$ cat config.mk
export PLATFORM = sky130hd
export DESIGN_NAME = mem_wb_stage
export DESIGN_NICKNAME = d
export VERILOG_FILES = /design/src/rtl/mem_wb_stage.sv
export SDC_FILE = /design/constraint.sdc
export NUM_CORES = 1
export LEC_CHECK = 0
export CORE_MARGIN = 4
export CORE_UTILIZATION = 53
export DETAILED_ROUTE_END_ITERATION = 8
export PLACE_DENSITY_LB_ADDON = 0.25
export SETUP_SLACK_MARGIN = 0.1
export SLEW_MARGIN = 20
export SYNTH_ARGS = -nofsm -noshare
export SYNTH_HDL_FRONTEND = slang
export SYNTH_SLANG_ARGS = --single-unit
$ cat constraint.sdc
create_clock -name clk -period 5.1 [get_ports clk]
set_clock_uncertainty 0.1 [all_clocks]
set_input_delay 0.765 -clock clk [delete_from_list [all_inputs] [get_ports clk]]
set_output_delay 0.765 -clock clk [all_outputs]
set_load 0.005 [all_outputs]
$ cat src/rtl/mem_wb_stage.sv
// rtl/mem_wb_stage.sv - MEM/WB pipeline register with load formatting and retire counter
// Purpose: latches the MEM-stage instruction, combines it with the memory word
//          returned one cycle later, extracts/extends sub-word loads, flags
//          misaligned loads, drives the register-file write port and counts
//          retired instructions.
// Ports:   clk, reset (async, active-high)
//          stall, flush                - pipeline control
//          in_valid .. in_alu_result   - MEM-stage instruction fields
//          mem_read_data               - synchronous memory read word
//          wb_valid, wb_reg_write, wb_dest, wb_data - register-file write port
//          wb_addr_error               - WB instruction is a misaligned load
//          instret                     - retired-instruction count
module mem_wb_stage (
  input  logic        clk,
  input  logic        reset,
  input  logic        stall,
  input  logic        flush,
  input  logic        in_valid,
  input  logic        in_reg_write,
  input  logic        in_mem_read,
  input  logic [2:0]  in_load_type,
  input  logic [4:0]  in_dest,
  input  logic [31:0] in_alu_result,
  input  logic [31:0] mem_read_data,
  output logic        wb_valid,
  output logic        wb_reg_write,
  output logic [4:0]  wb_dest,
  output logic [31:0] wb_data,
  output logic        wb_addr_error,
  output logic [31:0] instret
);

  logic        r_valid;
  logic        r_reg_write;
  logic        r_mem_read;
  logic [2:0]  r_load_type;
  logic [4:0]  r_dest;
  logic [31:0] r_alu_result;
  logic        hold_valid;
  logic [31:0] hold_data;
  logic [31:0] instret_q;

  always_ff @(posedge clk or posedge reset) begin
    if (reset) begin
      r_valid      <= 1'b0;
      r_reg_write  <= 1'b0;
      r_mem_read   <= 1'b0;
      r_load_type  <= 3'd0;
      r_dest       <= 5'd0;
      r_alu_result <= 32'd0;
      hold_valid   <= 1'b0;
      hold_data    <= 32'd0;
      instret_q    <= 32'd0;
    end else if (!stall) begin
      hold_valid <= 1'b0;
      // The instruction leaving WB on an unstalled edge retires here, so a
      // stalled instruction is counted once, on the edge that releases it.
      if (r_valid) begin
        instret_q <= instret_q + 32'd1;
      end
      if (flush || !in_valid) begin
        r_valid      <= 1'b0;
        r_reg_write  <= 1'b0;
        r_mem_read   <= 1'b0;
        r_load_type  <= 3'd0;
        r_dest       <= 5'd0;
        r_alu_result <= 32'd0;
      end else begin
        r_valid      <= 1'b1;
        r_reg_write  <= in_reg_write;
        r_mem_read   <= in_mem_read;
        r_load_type  <= in_load_type;
        r_dest       <= in_dest;
        r_alu_result <= in_alu_result;
      end
    end else if (!hold_valid && r_valid && r_mem_read) begin
      // Memory re-reads the stalled upstream address, so the word belonging
      // to the WB load must be captured on the first stalled edge.
      hold_valid <= 1'b1;
      hold_data  <= mem_read_data;
    end
  end

  logic [31:0] raw;
  logic [1:0]  off;
  logic        is_half;
  logic        is_byte;
  logic        is_signed;
  logic [15:0] half_sel;
  logic [7:0]  byte_sel;
  logic [31:0] load_val;
  logic        addr_error;

  always_comb begin
    raw       = hold_valid ? hold_data : mem_read_data;
    off       = r_alu_result[1:0];
    // 101-111 fall through to word loads.
    is_half   = (r_load_type == 3'b001) || (r_load_type == 3'b010);
    is_byte   = (r_load_type == 3'b011) || (r_load_type == 3'b100);
    is_signed = (r_load_type == 3'b001) || (r_load_type == 3'b011);
    half_sel  = off[1] ? raw[31:16] : raw[15:0];
    case (off)
      2'd0:    byte_sel = raw[7:0];
      2'd1:    byte_sel = raw[15:8];
      2'd2:    byte_sel = raw[23:16];
      default: byte_sel = raw[31:24];
    endcase
    if (is_byte) begin
      load_val = {{24{is_signed & byte_sel[7]}}, byte_sel};
    end else if (is_half) begin
      load_val = {{16{is_signed & half_sel[15]}}, half_sel};
    end else begin
      load_val = raw;
    end
    if (!r_mem_read) begin
      addr_error = 1'b0;
    end else if (is_byte) begin
      addr_error = 1'b0;
    end else if (is_half) begin
      addr_error = off[0];
    end else begin
      addr_error = |off;
    end
  end

  assign wb_valid      = r_valid;
  assign wb_dest       = r_dest;
  assign wb_data       = r_mem_read ? load_val : r_alu_result;
  assign wb_addr_error = addr_error;
  assign wb_reg_write  = r_valid & r_reg_write & (|r_dest) & ~addr_error;
  assign instret       = instret_q;

endmodule

==> qor.yml <==
hold_path:
  hold_path.class: "register to register"
  worstHoldStart: "instret[31]"
power:
  peakVddDrop_v: 0.0002369
  power_density_over_the_cells_mw_per_mm2: 263.4
  post-layout-total-power_uw: 1978
  power.static_leakage_uw: 0.003252
logic_synthesis:
  synth_top_cells_by_area: "sky130_fd_sc_hd__dfrtp_1, sky130_fd_sc_hd__mux2_2, sky130_fd_sc_hd__a22o_1"
  synthDominantAreaCellType: "sky130_fd_sc_hd__dfrtp_1"
  synth_area_sq_mm: 0.005724
  postSynthNetCount: 558
  synth.distinct_cells: 43
  yosys_register_bits: 108
  syn-instance-count: 478
  synth-seq-area-share_pct: 47.21
  syn-mean-instance-area_sq_um: 11.98
  netlist.area_leader.share_pct: 47.21
  synth.yosys.warnings: 0
flow_run:
  cap_viol_max_count: 0
setup_path:
  critical_path_class: "primary input to primary output"
  critPathLaunchType: "primary input"
  worstPathMaxFanout: 16
  critPathArrivalTime_ps: 3170
  worst_r2r_end: "hold_data[21]"
  r2r_cells: 4
  crit_path_launch: "mem_read_data[31]"
  critical_path.reg2reg.startpoint: "hold_valid"
  worst-r2r-setup-slack_ps: 2830
  critical_path.endpoint_type: "primary output"
  destination_of_the_critical_timing_path: "wb_data[20]"
  cp_data_required_time_ps: 4240
clock_network:
  cts_root_buffer: "sky130_fd_sc_hd__clkbuf_8"
  cts.clk_slew.worst_paths_ps: 110
  max-clock-path-buffers: 2
  cts_tree: "yes"
  numCtsBuffers: 9
  cts.hold.buffers_added: 0
  post_cts_resize_count: 0
  cts_max_level: 3
  cts.sink_count: 108
  postCtsSetupBuffers: 0
  clock_latency_at_the_later_pin_of_the_worst_skew_pair_ps: 380
timing:
  hold-worst-slack_ps: 382.0
  final.min_clock_period_ps: 4036
  rsz0062_at_grt: "no"
  final_hold_violations: 0
  timing_worst_slew_pin_value_ps: 913.9
  maxSlewHeadroom_pct: 39.07
  fmax_ghz: 0.2478
  setup-violations-final: 0
  timing.final.crit_share_pct: 79.14
  setup_tns_ps: 0
  slew_viol_final: 0
finish:
  drive_gt1_share_pct: 18.43
  finalNetCount: 688
  layout.core_utilization_pct: 72.12
  antenna_diode_count: 0
  total_area_of_multi_input_combinational_cells_sq_mm: 0.002838
  most_common_library_cell_in_the_layout_ignoring_fill_and_taps: "sky130_fd_sc_hd__clkdlybuf4s50_1"
  area_growth_syn_to_layout_pct: 31.23
  register_area_sq_mm: 0.002703
  most-common-layout-cells: "sky130_fd_sc_hd__clkdlybuf4s50_1, sky130_fd_sc_hd__dfrtp_1, sky130_fd_sc_hd__mux2_2"
  fillers: 736
die:
  top_level_ports: 151
  std_cell_rows: 37
  chip_width_microns: 111.9
  die-height_microns: 111.9
  fp.coreArea_sq_mm: 0.01042
  floorplan.initialDensity_pct: 54.95
  die_area_sq_mm: 0.01253
place:
  gp_routability_congestion: 0.8586
  hpwl_mm: 11.09
  place.port_buffers: 150
grt:
  global_route.usage.total_pct: 25.01
  pin_count_of_the_biggest_net_entering_global_routing: 82
  antenna_found_initial: 0
  grt_pass1_vias: 4809
  grt_first_pass_wirelength_mm: 25.28
  grt_overflow: 0
routing:
  route.detailed.drc: 0
  wl_met2_mm: 7.496
  first_pass_iters: 5
  routed_length_on_met3_mm: 1.196
  detail_route.wirelength.met1_mm: 6.432
  top_signal_layer_used: "met4"
  avgRoutedWirePerCell_microns: 20.42
  drt_first_iter_violations: 290
  via_count: 4548
  drt.antenna.violating_nets: 0
  detail_route.wirelength_mm: 15.30
  post_drt_via_cell_ratio: 6.072
run_status:
  run_status: "completed"
-- through the flow --
| stage | cell area [sq um] | setup WS [ps] | cells |
|---|---|---|---|
| after global placement | 7283 | 1153 | 733 |
| after global routing | 7512 | 908.8 | 749 |
| after floorplan | 5724 | 1389 | 478 |
| final | 7512 | 1064 | 749 |
| after detailed placement | 7289 | 1072 | 733 |
| after CTS | 7492 | 1063 | 749 |
-- worst max-delay path: stages --
cell and delay, ps:
sky130_fd_sc_hd__clkdlybuf4s50_1 460, sky130_fd_sc_hd__mux4_2 490, sky130_fd_sc_hd__nand3b_1 420, sky130_fd_sc_hd__o21ai_0 240
sky130_fd_sc_hd__a221o_1 360, sky130_fd_sc_hd__clkdlybuf4s50_1 450
-- worst min-delay path by stage --
| stage | to | slack [ps] | depth (start not counted) |
|---|---|---|---|
| 2_1_floorplan | instret[31] | 370 | 1 |
| 3_3_place_gp | instret[31] | 360 | 1 |
| 3_5_place_dp | instret[31] | 360 | 1 |
| 4_1_cts | instret[31] | 390 | 1 |
| 5_1_grt | instret[31] | 410 | 1 |
| 6_report | instret[31] | 380 | 1 |
-- layer usage --
layer / up-vias / GRT usage (%)
met4: 0 / 5.758
li1: 2068 / -
met2: 188 / 40.69
met3: 18 / 7.011
met5: - / 0
met1: 2274 / 33.56
-- state kept, by name (all words and copies together), names as in the netlist --
signal / flops
hold_data: 32
instret: 32
r_alu_result: 32
wb_dest: 5
r_load_type: 3
hold_valid: 1
r_mem_read: 1
r_reg_write: 1
wb_valid: 1
-- cell usage after synthesis --
| cell | number |
|---|---|
| sky130_fd_sc_hd__mux2i_1 | 14 |
| sky130_fd_sc_hd__nor4_1 | 2 |
| sky130_fd_sc_hd__and4_4 | 1 |
| sky130_fd_sc_hd__a211o_1 | 13 |
| sky130_fd_sc_hd__or3b_2 | 1 |
| sky130_fd_sc_hd__mux4_2 | 9 |
| sky130_fd_sc_hd__buf_1 | 2 |
| sky130_fd_sc_hd__a22o_1 | 42 |
| sky130_fd_sc_hd__xor2_1 | 4 |
| sky130_fd_sc_hd__nand3b_1 | 3 |
| sky130_fd_sc_hd__mux2_2 | 69 |
| sky130_fd_sc_hd__and4_1 | 5 |
| sky130_fd_sc_hd__clkbuf_1 | 26 |
| sky130_fd_sc_hd__nor2b_1 | 3 |
| sky130_fd_sc_hd__and3_1 | 5 |
| sky130_fd_sc_hd__buf_4 | 1 |
| sky130_fd_sc_hd__ha_1 | 1 |
| sky130_fd_sc_hd__o21ai_0 | 21 |
| sky130_fd_sc_hd__dfrtp_1 | 108 |
| sky130_fd_sc_hd__nand4_1 | 10 |
| sky130_fd_sc_hd__o211ai_1 | 1 |
| sky130_fd_sc_hd__xnor2_1 | 28 |
| sky130_fd_sc_hd__nor2_1 | 11 |
| sky130_fd_sc_hd__nand2_1 | 12 |
| sky130_fd_sc_hd__nand4b_1 | 1 |
| sky130_fd_sc_hd__buf_6 | 4 |
| sky130_fd_sc_hd__a221oi_1 | 3 |
| sky130_fd_sc_hd__buf_2 | 6 |
| sky130_fd_sc_hd__nor4bb_1 | 1 |
| sky130_fd_sc_hd__o221ai_1 | 1 |
| sky130_fd_sc_hd__and2_1 | 2 |
| sky130_fd_sc_hd__inv_1 | 10 |
| sky130_fd_sc_hd__nor3b_2 | 1 |
| sky130_fd_sc_hd__or2_2 | 1 |
| sky130_fd_sc_hd__a22oi_1 | 3 |
| sky130_fd_sc_hd__nand3_1 | 14 |
| sky130_fd_sc_hd__mux2_1 | 1 |
| sky130_fd_sc_hd__mux2_4 | 1 |
| sky130_fd_sc_hd__a21o_1 | 2 |
| sky130_fd_sc_hd__a21oi_1 | 14 |
| sky130_fd_sc_hd__nor3b_1 | 2 |
| sky130_fd_sc_hd__a221o_1 | 18 |
| sky130_fd_sc_hd__or4_1 | 1 |
-- logic make-up (layout without fill, tap and decap cells) --
kind of cell	count (synthesis)	in the layout	share of synthesized area (%)
simple gates	76	76	7.694
buf+inv	49	184	3.934
flops	108	108	47.21
mux	94	94	20.02
compound gates	118	118	16.02
fa+ha+maj	1	1	0.2185
xor+xnor	32	32	4.896
-- layout make-up --
class	instances	area share, %
Sequential cell	108	35.98
Timing Repair Buffer	158	20.72
Multi-Input combinational cell	321	37.77
Inverter	10	0.5663
Clock buffer	10	1.832
Tap cell	136	2.265
Clock inverter	6	0.8661
-- power by group --
group | internal [uW] | switching, uW | total (uW) | leakage [uW]
registers | 951 | 76.9 | 1030 | 0.00144
clock network | 206 | 322 | 528 | 0.000104
logic | 262 | 160 | 422 | 0.00170
total | 1420 | 559 | 1980 | 0.00325
(Power assumes the default switching activity.)
